File: src/rtl/ssm4_fu.sv
// ssm4_fu: scalar SM4 functional unit for ssm4.ed (round) and ssm4.ks (key schedule).
// Build option SSM4_FU_PIPE_EN: when defined, an S1 register separates the S-box from the
// linear layer (2-cycle latency). When undefined, the S-box feeds the output register
// directly (1-cycle latency). Results are identical in both builds.
module ssm4_fu (
    input  logic        g_clk,
    input  logic        g_resetn,
    input  logic        flush,
    input  logic        req_valid,
    output logic        req_ready,
    input  logic        req_op_ed,
    input  logic        req_op_ks,
    input  logic [1:0]  req_bs,
    input  logic [31:0] req_rs1,
    input  logic [31:0] req_rs2,
    input  logic [4:0]  req_rd,
    output logic        rsp_valid,
    input  logic        rsp_ready,
    output logic [31:0] rsp_result,
    output logic [4:0]  rsp_rd,
    output logic        rsp_err
);
    localparam logic [7:0] SBOX [256] = '{
        8'hd6, 8'h90, 8'he9, 8'hfe, 8'hcc, 8'he1, 8'h3d, 8'hb7,
        8'h16, 8'hb6, 8'h14, 8'hc2, 8'h28, 8'hfb, 8'h2c, 8'h05,
        8'h2b, 8'h67, 8'h9a, 8'h76, 8'h2a, 8'hbe, 8'h04, 8'hc3,
        8'haa, 8'h44, 8'h13, 8'h26, 8'h49, 8'h86, 8'h06, 8'h99,
        8'h9c, 8'h42, 8'h50, 8'hf4, 8'h91, 8'hef, 8'h98, 8'h7a,
        8'h33, 8'h54, 8'h0b, 8'h43, 8'hed, 8'hcf, 8'hac, 8'h62,
        8'he4, 8'hb3, 8'h1c, 8'ha9, 8'hc9, 8'h08, 8'he8, 8'h95,
        8'h80, 8'hdf, 8'h94, 8'hfa, 8'h75, 8'h8f, 8'h3f, 8'ha6,
        8'h47, 8'h07, 8'ha7, 8'hfc, 8'hf3, 8'h73, 8'h17, 8'hba,
        8'h83, 8'h59, 8'h3c, 8'h19, 8'he6, 8'h85, 8'h4f, 8'ha8,
        8'h68, 8'h6b, 8'h81, 8'hb2, 8'h71, 8'h64, 8'hda, 8'h8b,
        8'hf8, 8'heb, 8'h0f, 8'h4b, 8'h70, 8'h56, 8'h9d, 8'h35,
        8'h1e, 8'h24, 8'h0e, 8'h5e, 8'h63, 8'h58, 8'hd1, 8'ha2,
        8'h25, 8'h22, 8'h7c, 8'h3b, 8'h01, 8'h21, 8'h78, 8'h87,
        8'hd4, 8'h00, 8'h46, 8'h57, 8'h9f, 8'hd3, 8'h27, 8'h52,
        8'h4c, 8'h36, 8'h02, 8'he7, 8'ha0, 8'hc4, 8'hc8, 8'h9e,
        8'hea, 8'hbf, 8'h8a, 8'hd2, 8'h40, 8'hc7, 8'h38, 8'hb5,
        8'ha3, 8'hf7, 8'hf2, 8'hce, 8'hf9, 8'h61, 8'h15, 8'ha1,
        8'he0, 8'hae, 8'h5d, 8'ha4, 8'h9b, 8'h34, 8'h1a, 8'h55,
        8'had, 8'h93, 8'h32, 8'h30, 8'hf5, 8'h8c, 8'hb1, 8'he3,
        8'h1d, 8'hf6, 8'he2, 8'h2e, 8'h82, 8'h66, 8'hca, 8'h60,
        8'hc0, 8'h29, 8'h23, 8'hab, 8'h0d, 8'h53, 8'h4e, 8'h6f,
        8'hd5, 8'hdb, 8'h37, 8'h45, 8'hde, 8'hfd, 8'h8e, 8'h2f,
        8'h03, 8'hff, 8'h6a, 8'h72, 8'h6d, 8'h6c, 8'h5b, 8'h51,
        8'h8d, 8'h1b, 8'haf, 8'h92, 8'hbb, 8'hdd, 8'hbc, 8'h7f,
        8'h11, 8'hd9, 8'h5c, 8'h41, 8'h1f, 8'h10, 8'h5a, 8'hd8,
        8'h0a, 8'hc1, 8'h31, 8'h88, 8'ha5, 8'hcd, 8'h7b, 8'hbd,
        8'h2d, 8'h74, 8'hd0, 8'h12, 8'hb8, 8'he5, 8'hb4, 8'hb0,
        8'h89, 8'h69, 8'h97, 8'h4a, 8'h0c, 8'h96, 8'h77, 8'h7e,
        8'h65, 8'hb9, 8'hf1, 8'h09, 8'hc5, 8'h6e, 8'hc6, 8'h84,
        8'h18, 8'hf0, 8'h7d, 8'hec, 8'h3a, 8'hdc, 8'h4d, 8'h20,
        8'h79, 8'hee, 8'h5f, 8'h3e, 8'hd7, 8'hcb, 8'h39, 8'h48
    };

    // Linear layer, byte rotate and rs1 mix; a malformed op or a write to x0 yields zero.
    function automatic logic [31:0] sm4_mix(input logic [7:0] s, input logic ed,
                                            input logic [1:0] bs, input logic [31:0] rs1,
                                            input logic [4:0] rd, input logic err);
        logic [31:0] x;
        logic [31:0] y;
        logic [31:0] z;
        x = {24'h0, s};
        if (ed) begin
            y = x ^ (x << 8) ^ (x << 2) ^ (x << 18) ^ ((x & 32'h3F) << 26) ^
                ((x & 32'hC0) << 10);
        end else begin
            y = x ^ ((x & 32'h07) << 29) ^ ((x & 32'hFE) << 7) ^ ((x & 32'h01) << 23) ^
                ((x & 32'hF8) << 13);
        end
        case (bs)
            2'd0:    z = y;
            2'd1:    z = {y[23:0], y[31:24]};
            2'd2:    z = {y[15:0], y[31:16]};
            default: z = {y[7:0], y[31:8]};
        endcase
        if (err || rd == 5'd0) begin
            return 32'h0;
        end
        return z ^ rs1;
    endfunction

    logic        rsp_valid_q, rsp_valid_d;
    logic [31:0] rsp_result_q, rsp_result_d;
    logic [4:0]  rsp_rd_q, rsp_rd_d;
    logic        rsp_err_q, rsp_err_d;

    logic        s2_load;
    logic        req_fire;
    logic        req_err;
    logic [7:0]  req_sbox;

    // Operands presented to the output register.
    logic        src_valid;
    logic [7:0]  src_sbox;
    logic [31:0] src_rs1;
    logic [1:0]  src_bs;
    logic        src_ed;
    logic [4:0]  src_rd;
    logic        src_err;

    assign s2_load  = !rsp_valid_q || rsp_ready;
    assign req_fire = req_valid && req_ready;
    assign req_err  = (req_op_ed == req_op_ks);
    assign req_sbox = SBOX[req_rs2[{req_bs, 3'b000} +: 8]];

`ifdef SSM4_FU_PIPE_EN
    logic        s1_valid_q, s1_valid_d;
    logic [7:0]  s1_sbox_q, s1_sbox_d;
    logic [31:0] s1_rs1_q, s1_rs1_d;
    logic [1:0]  s1_bs_q, s1_bs_d;
    logic        s1_ed_q, s1_ed_d;
    logic [4:0]  s1_rd_q, s1_rd_d;
    logic        s1_err_q, s1_err_d;
    logic        s1_load;

    // S1 is free when empty or when its contents move into S2 this edge.
    assign s1_load   = !s1_valid_q || s2_load;
    assign req_ready = s1_load && !flush && g_resetn;

    // S1 next state: capture the S-box byte and the operands it travels with.
    always_comb begin
        s1_valid_d = s1_valid_q;
        s1_sbox_d  = s1_sbox_q;
        s1_rs1_d   = s1_rs1_q;
        s1_bs_d    = s1_bs_q;
        s1_ed_d    = s1_ed_q;
        s1_rd_d    = s1_rd_q;
        s1_err_d   = s1_err_q;
        if (flush) begin
            s1_valid_d = 1'b0;
        end else if (s1_load) begin
            s1_valid_d = req_fire;
            if (req_fire) begin
                s1_sbox_d = req_sbox;
                s1_rs1_d  = req_rs1;
                s1_bs_d   = req_bs;
                s1_ed_d   = req_op_ed;
                s1_rd_d   = req_rd;
                s1_err_d  = req_err;
            end
        end
    end

    // S1 state with synchronous reset.
    always_ff @(posedge g_clk) begin
        if (!g_resetn) begin
            s1_valid_q <= 1'b0;
            s1_sbox_q  <= 8'h0;
            s1_rs1_q   <= 32'h0;
            s1_bs_q    <= 2'd0;
            s1_ed_q    <= 1'b0;
            s1_rd_q    <= 5'd0;
            s1_err_q   <= 1'b0;
        end else begin
            s1_valid_q <= s1_valid_d;
            s1_sbox_q  <= s1_sbox_d;
            s1_rs1_q   <= s1_rs1_d;
            s1_bs_q    <= s1_bs_d;
            s1_ed_q    <= s1_ed_d;
            s1_rd_q    <= s1_rd_d;
            s1_err_q   <= s1_err_d;
        end
    end

    assign src_valid = s1_valid_q;
    assign src_sbox  = s1_sbox_q;
    assign src_rs1   = s1_rs1_q;
    assign src_bs    = s1_bs_q;
    assign src_ed    = s1_ed_q;
    assign src_rd    = s1_rd_q;
    assign src_err   = s1_err_q;
`else
    assign req_ready = s2_load && !flush && g_resetn;

    assign src_valid = req_fire;
    assign src_sbox  = req_sbox;
    assign src_rs1   = req_rs1;
    assign src_bs    = req_bs;
    assign src_ed    = req_op_ed;
    assign src_rd    = req_rd;
    assign src_err   = req_err;
`endif

    // S2 next state: flush wins over drain; data only changes when a new result loads.
    always_comb begin
        rsp_valid_d  = rsp_valid_q;
        rsp_result_d = rsp_result_q;
        rsp_rd_d     = rsp_rd_q;
        rsp_err_d    = rsp_err_q;
        if (flush) begin
            rsp_valid_d = 1'b0;
        end else if (s2_load) begin
            rsp_valid_d = src_valid;
            if (src_valid) begin
                rsp_result_d = sm4_mix(src_sbox, src_ed, src_bs, src_rs1, src_rd, src_err);
                rsp_rd_d     = src_rd;
                rsp_err_d    = src_err;
            end
        end
    end

    // S2 output register with synchronous reset.
    always_ff @(posedge g_clk) begin
        if (!g_resetn) begin
            rsp_valid_q  <= 1'b0;
            rsp_result_q <= 32'h0;
            rsp_rd_q     <= 5'd0;
            rsp_err_q    <= 1'b0;
        end else begin
            rsp_valid_q  <= rsp_valid_d;
            rsp_result_q <= rsp_result_d;
            rsp_rd_q     <= rsp_rd_d;
            rsp_err_q    <= rsp_err_d;
        end
    end

    assign rsp_valid  = rsp_valid_q;
    assign rsp_result = rsp_result_q;
    assign rsp_rd     = rsp_rd_q;
    assign rsp_err    = rsp_err_q;

endmodule

File: config.mk
export PLATFORM = sky130hd
export DESIGN_NAME = ssm4_fu
export DESIGN_NICKNAME = d
export VERILOG_FILES = /design/src/rtl/ssm4_fu.sv
export SDC_FILE = /design/constraint.sdc
export NUM_CORES = 1
export LEC_CHECK = 0
export ABC_AREA = 1
export BUFFER_PORTS_ARGS = -buffer_cell sky130_fd_sc_hd__buf_2
export CAP_MARGIN = 20
export CELL_PAD_IN_SITES_DETAIL_PLACEMENT = 1
export CELL_PAD_IN_SITES_GLOBAL_PLACEMENT = 2
export CORE_MARGIN = 2
export CORE_UTILIZATION = 30
export DETAILED_ROUTE_END_ITERATION = 12
export PLACE_DENSITY_LB_ADDON = 0.1
export SYNTH_ARGS = -nofsm -noshare
export SYNTH_HDL_FRONTEND = slang
export SYNTH_SLANG_ARGS = --single-unit
File: constraint.sdc
create_clock -name g_clk -period 7.15 [get_ports g_clk]
set_clock_uncertainty 0.15 [all_clocks]
set_input_delay 0.715 -clock g_clk [delete_from_list [all_inputs] [get_ports g_clk]]
set_output_delay 0.715 -clock g_clk [all_outputs]
set_load 0.05 [all_outputs]
==> results of run 1 <==
final cells by class:
type                    count  area [um^2]  share of cell area [%]
clock buffers               5          125                    1.61
repair buffers            133          713                    9.19
flip-flops and latches     39          781                    10.1
inverters                  94          353                    4.55
clock inverters             3         15.0                   0.194
well taps                 313          392                    5.05
multi-input cells        1156         5380                    69.3
synthesized netlist by cell type, types with 2 or more instances:
library cell  number  share of area [%]
inv_2             14               0.75
nand3b_1           2               0.21
nor2_2             5               0.45
nand2_1          510                 27
nor2_4             4               0.64
ha_1              14                2.5
nand2_2           18                1.6
o22ai_1            2               0.18
buf_2             42                3.0
nand3_2            4               0.57
nand4_1           14                1.3
inv_1             79                4.2
buf_6              8                1.3
o21ai_2            4               0.50
o21ai_1           19                1.4
buf_1              3               0.16
dfxtp_1           39                 11
a21oi_1           55                3.9
nand2_4            3               0.48
nor2_1            51                2.7
o21ai_0           10               0.71
buf_4             15                1.6
clkbuf_1          23                1.2
nand3_1          428                 31
o211ai_1           6               0.64
per-layer routing:
layer / vias to the layer above / wire, um / track usage, %
met1: 4612 / 17400 / 44.7
met2: 476 / 14600 / 43.0
met5: - / 0 / 0
met4: 0 / 856 / 6.82
li1: 4653 / - / -
met3: 69 / 3610 / 6.70
stage by stage:
stage	util (%)	instance area [um^2]	hold WS [ns]	power (mW)
after CTS	34.0	7740	0.299	1.40
after floorplan	-	7000	0.508	0.892
after detailed placement	33.4	7600	0.291	1.17
after global routing	34.1	7760	0.334	1.54
after global placement	33.4	7600	0.280	1.16
final	34.1	7760	0.298	1.42
worst paths after layout:
kind	slack (ns)	start	depth (start not counted)	endpoint
hold / removal	0.30	rsp_err	2	rsp_err
hold reg to reg	0.30	rsp_err	2	rsp_err
setup / recovery	1.94	req_bs[1]	22	rsp_result[31]
setup reg to reg	5.09	rsp_valid	8	rsp_result[2]
report_power, final:
group          switching (mW)  internal, mW  total (mW)
combinational           0.706         0.258       0.964
sequential            0.00400         0.225       0.229
clock                  0.0965         0.127       0.224
total                   0.807         0.610        1.42
kinds of logic (layout without fill, tap and decap cells):
| family | count (synthesis) | in the layout | share of synthesized area [%] |
|---|---|---|---|
| fa+ha+maj | 14 | 14 | 2.50 |
| compound gates | 97 | 97 | 7.41 |
| simple gates | 1044 | 1044 | 66.5 |
| buf+inv | 185 | 235 | 12.3 |
| flops | 39 | 39 | 11.1 |
| xor+xnor | 1 | 1 | 0.125 |
registers in the layout (all words and copies together) (netlist names):
signal / flops
rsp_result: 32
rsp_rd: 5
rsp_valid: 1
rsp_err: 1
worst reg2reg max path, stage by stage (launching register included):
cell and delay, ns:
dfxtp_1 0.31, inv_1 0.05, nor2_1 0.04, nor2_1 0.35, nand3_1 0.22, a21oi_2 0.15
buf_4 0.36, nand3_1 0.23, a21oi_1 0.15
==> summary.md, run 1 <==
| Metric | Value |
|---|---|
| CTS Buffer Depth | `2` |
| Die area | `0.0246 mm^2` |
| CP max FO | `28` |
| Slew headroom | `45.9%` |
| Placed insts | `1734` |
| Fillers | `3265` |
| CTS buffer count | `5` |
| Initial core utilization | `30.7%` |
| First-pass GRT wire length | `56900 um` |
| Setup violators final | `0` |
| Final std cells w/o fill | `1743` |
| Latest clock arrival within the worst-skew pair | `0.29 ns` |
| Worst-path cell chain | `buf_2 -> inv_2 -> nand3_1 -> nand2_1 -> nor2_2 -> ha_1 -> inv_1 -> nand3_1 -> nand3_1 -> nand2_1 -> nand2_1 -> nand3_1 -> nand3_1 -> nand3_1 -> nand2_2 -> nand2_1 -> nand2_1 -> o211ai_1 -> nand2_1 -> nand2_1 -> nand3_1 -> a21oi_1` |
| Fin. Hold Viols | `0` |
| Post-route setup TNS | `0 ns` |
| CP top delay family | `simple AND/OR/NAND/NOR gates` |
| Placer Congestion | `0.955` |
| Area growth syn-to-layout | `10.8%` |
| DIE WIDTH | `157 um` |
| CP required | `7.22 ns` |
| Yosys warning count | `0` |
| Tmin final | `5.21 ns` |
| Critical path class | `in2reg` |
| Worst slew pin tran | `0.809 ns` |
| Final max-slew violation count | `0` |
| Slowest CP cell | `buf_2` |
| Leak pwr | `4.11 nW` |
| Asr flop ratio synth | `0%` |
| PwrDens | `183 mW/mm^2` |
| Layout cells sized above 1 | `13.8%` |
| Most frequent cells in the layout | `nand2_1, nand3_1, buf_2` |
| DRT Pass-1 Iters | `5` |
| Via-per-instance ratio | `5.63` |
| Top FF cell, synth | `dfxtp_1` |
| Worst EP arrival | `5.29 ns` |
| Vias in the first global route | `9476` |
| Detailed Route Iter0 Violations | `1114` |
| Via count | `9810` |
| HP Class | `reg2reg` |
| Slowest stage delay, CP | `0.50 ns` |
| Mapped cell area | `0.00700 mm^2` |
| Post-synth EDFFs | `0` |
| Gr usage total | `29.9%` |
| Syn Inst Count | `1380` |
| Vert. Die Dim | `157 um` |
| Routed len/inst | `20.9 um` |
| Root Driver | `clkbuf_16` |
| RSZ-0062 raised after global routing | `no` |
| Register bit total from synthesis | `39` |
| I/O Buffers | `117` |
| Core area | `0.0228 mm^2` |
| Maximum VDD drop | `66.9 uV` |
| CP endpoint kind | `flip-flop` |
| Residual DRC | `0` |
| Tcrit/Tclk final | `72.9%` |
| Mapped Avg Cell Area | `5.08 um^2` |
| Reg clk slew, reported paths | `0.06 ns` |
| Overflow after GRT | `0` |
| Final ANT Viol Nets | `0` |
| I/O pin count | `118` |
| Mapped Nets | `1472` |
| Post-CTS sizing | `0` |
| Post-Route WL | `36400 um` |
| Setup ws final | `1.94 ns` |
| F_max | `192 MHz` |
| Diode count | `0` |
| TritonCTS Sinks | `39` |
| CTS tree | `yes` |
| Startpoint types | `primary input` |
| Antenna violations before repair | `0` |
| Post-CTS Setup Inserts | `0` |
| Hold Buf Count CTS | `0` |
| Max-Cap Viols | `0` |
| # H-tree levels | `2` |
| Largest net degree at the start of global routing | `54` |
| Outcome | `completed` |
| Post-layout nets | `1521` |
| Crit path buffers/inverters | `3` |
| Pre-CTS setup slack | `1.48 ns` |
| Cell Rows | `55` |
| Cell variety after synth | `33` |
| Dpl hpwl | `27000 um` |
| Commonest non-fill, non-tap cell in the layout | `nand2_1` |
| Sequential area share after synthesis | `11.1%` |
Power figures use the tool's default switching activity.
==> run 2: changes to the inputs <==
--- a/config.mk
+++ b/config.mk
@@ -11,7 +11,7 @@
 export CELL_PAD_IN_SITES_DETAIL_PLACEMENT = 1
 export CELL_PAD_IN_SITES_GLOBAL_PLACEMENT = 2
 export CORE_MARGIN = 2
-export CORE_UTILIZATION = 30
+export CORE_UTILIZATION = 26
 export DETAILED_ROUTE_END_ITERATION = 12
 export PLACE_DENSITY_LB_ADDON = 0.1
 export SYNTH_ARGS = -nofsm -noshare
==> constraint.sdc (replaced) <==
create_clock -name g_clk -period 4.2 [get_ports g_clk]
set_clock_uncertainty 0.15 [all_clocks]
set_input_delay 0.42 -clock g_clk [delete_from_list [all_inputs] [get_ports g_clk]]
set_output_delay 0.42 -clock g_clk [all_outputs]
set_load 0.05 [all_outputs]
==> summary.md, run 2 (synthesis results as in run 1) <==
| Metric | Value |
|---|---|
| Initial core utilization | `26.2% (was 30.7%)` |
| Root Driver | `clkbuf_16 (unchanged)` |
| Post-route setup TNS | `0 ns (unchanged)` |
| Via-per-instance ratio | `5.38 (was 5.63)` |
| Maximum VDD drop | `124 uV (was 66.9 uV)` |
| Slew headroom | `57.9% (was 45.9%)` |
| Most frequent cells in the layout | `nand2_1, nand3_1, buf_2 (unchanged)` |
| Via count | `9912 (was 9810)` |
| Placer Congestion | `0.950 (was 0.955)` |
| Leak pwr | `4.49 nW (was 4.11 nW)` |
| Reg clk slew, reported paths | `0.06 ns (about the same)` |
| Core area | `0.0267 mm^2 (was 0.0228 mm^2)` |
| Routed len/inst | `20.8 um (was 20.9 um)` |
| Overflow after GRT | `0 (unchanged)` |
| Worst slew pin tran | `0.628 ns (was 0.809 ns)` |
| Post-layout nets | `1592 (was 1521)` |
| Worst EP arrival | `3.81 ns (was 5.29 ns)` |
| Post-Route WL | `38300 um (was 36400 um)` |
| I/O Buffers | `117 (unchanged)` |
| Latest clock arrival within the worst-skew pair | `0.29 ns (about the same)` |
| Dpl cell area | `0.00832 mm^2 (was 0.00760 mm^2)` |
| Post-CTS sizing | `0 (unchanged)` |
| Cell Rows | `60 (was 55)` |
| Commonest non-fill, non-tap cell in the layout | `nand2_1 (unchanged)` |
| CTS buffer count | `5 (unchanged)` |
| Placed insts | `1834 (was 1734)` |
| Die area | `0.0283 mm^2 (was 0.0246 mm^2)` |
| DIE WIDTH | `168 um (was 157 um)` |
| Vias in the first global route | `9935 (was 9476)` |
| Setup violators final | `0 (unchanged)` |
| Diode count | `0 (unchanged)` |
| HP Class | `in2reg (was reg2reg)` |
| PwrDens | `310 mW/mm^2 (was 183 mW/mm^2)` |
| Final std cells w/o fill | `1842 (was 1743)` |
| Area growth syn-to-layout | `21.0% (was 10.8%)` |
| Max-Cap Viols | `0 (unchanged)` |
| Fin. Hold Viols | `0 (unchanged)` |
| Residual DRC | `0 (unchanged)` |
| CP endpoint kind | `flip-flop (unchanged)` |
| Tmin final | `3.79 ns` |
| Final ANT Viol Nets | `0 (unchanged)` |
| TritonCTS Sinks | `39 (unchanged)` |
| # H-tree levels | `2 (unchanged)` |
| Detailed Route Iter0 Violations | `903 (was 1114)` |
| Fillers | `3727 (was 3265)` |
| RSZ-0062 raised after global routing | `no (unchanged)` |
| CP required | `4.22 ns (was 7.22 ns)` |
| F_max | `264 MHz` |
| CP max FO | `21 (was 28)` |
| First-pass GRT wire length | `59600 um (was 56900 um)` |
| Layout cells sized above 1 | `17.9% (was 13.8%)` |
| Vert. Die Dim | `168 um (was 157 um)` |
| Post-CTS Setup Inserts | `0 (unchanged)` |
| Tcrit/Tclk final | `90.3%` |
| I/O pin count | `118 (unchanged)` |
| Dpl hpwl | `29800 um (was 27000 um)` |
| Gr usage total | `27.1% (was 29.9%)` |
| Largest net degree at the start of global routing | `57 (was 54)` |
| Post-route cell area | `0.00848 mm^2 (was 0.00776 mm^2)` |
| CTS tree | `yes (unchanged)` |
| DRT Pass-1 Iters | `5 (unchanged)` |
| Max reg flops | `32 (unchanged)` |
| Outcome | `completed (unchanged)` |
| Critical path class | `in2reg (unchanged)` |
| Hold Buf Count CTS | `0 (unchanged)` |
| Antenna violations before repair | `0 (unchanged)` |
| CTS Buffer Depth | `2 (unchanged)` |
| Design Power | `2.63 mW (was 1.42 mW)` |
| Final max-slew violation count | `0 (unchanged)` |
| Startpoint types | `primary input (unchanged)` |
## run 2: cell types whose count changed in the layout (fill, tap and decap cells not counted), sizes merged
cell      delta
clkinvlp     +1
clkbuf       +2
buf         +71
clkinv       -3
## run 2: worst max-delay path, cell delays in order
cell and delay, ns:
buf_2 0.21, inv_2 0.13, buf_4 0.23, nand2_1 0.20
o21ai_1 0.13, nor2_4 0.45, buf_4 0.37, nand3_1 0.12
nand2_1 0.14, nand3_1 0.09, nand3_1 0.21, nand2_2 0.16
nor2_2 0.24, nand2_1 0.17, nand4_1 0.13, nand2_1 0.14
nand2_1 0.09, nand2_1 0.05, nand3_1 0.06, a21oi_1 0.06
## run 2: area by class of cell
type	instances	area [um^2]	area share [%]
well taps	341	427	5.03
multi-input cells	1156	5380	63.5
repair buffers	204	1380	16.2
flip-flops and latches	39	781	9.21
inverters	94	353	4.16
clock buffers	7	153	1.80
clock inverters	1	7.51	0.0886
## run 2: worst paths after layout
check / startpoint / to / slack [ns] / cells past startpoint
max: req_bs[0] / rsp_result[17] / 0.41 / 20
min: g_resetn / rsp_err / 0.22 / 3
max reg2reg: rsp_valid / rsp_result[1] / 2.01 / 8
min reg2reg: rsp_err / rsp_err / 0.29 / 2
## run 2: metal layers
| metal | global-route usage, % | vias to the layer above | part of all wire [%] | wire [um] |
|---|---|---|---|---|
| li1 | - | 4792 | - | - |
| met1 | 41.2 | 4716 | 50 | 19300 |
| met2 | 39.6 | 361 | 41 | 15600 |
| met3 | 4.25 | 43 | 6.9 | 2630 |
| met4 | 6.18 | 0 | 1.9 | 730 |
| met5 | 0 | - | 0 | 0 |
## run 2: metrics by stage
step | hold slack, ns | worst slack, ns | util, %
6_report | 0.223 | 0.406 | 31.7
5_1_grt | 0.245 | 0.0784 | 31.7
4_1_cts | 0.213 | 0.480 | 31.7
3_5_place_dp | 0.281 | 0.171 | 31.1
3_3_place_gp | 0.280 | 0.160 | 31.1
2_1_floorplan | 0.394 | 0.951 | -
## run 2: power breakdown
group	total [mW]	internal (mW)	switching, mW
clock network	0.429	0.253	0.175
registers	0.389	0.382	0.00686
logic	1.81	0.571	1.24
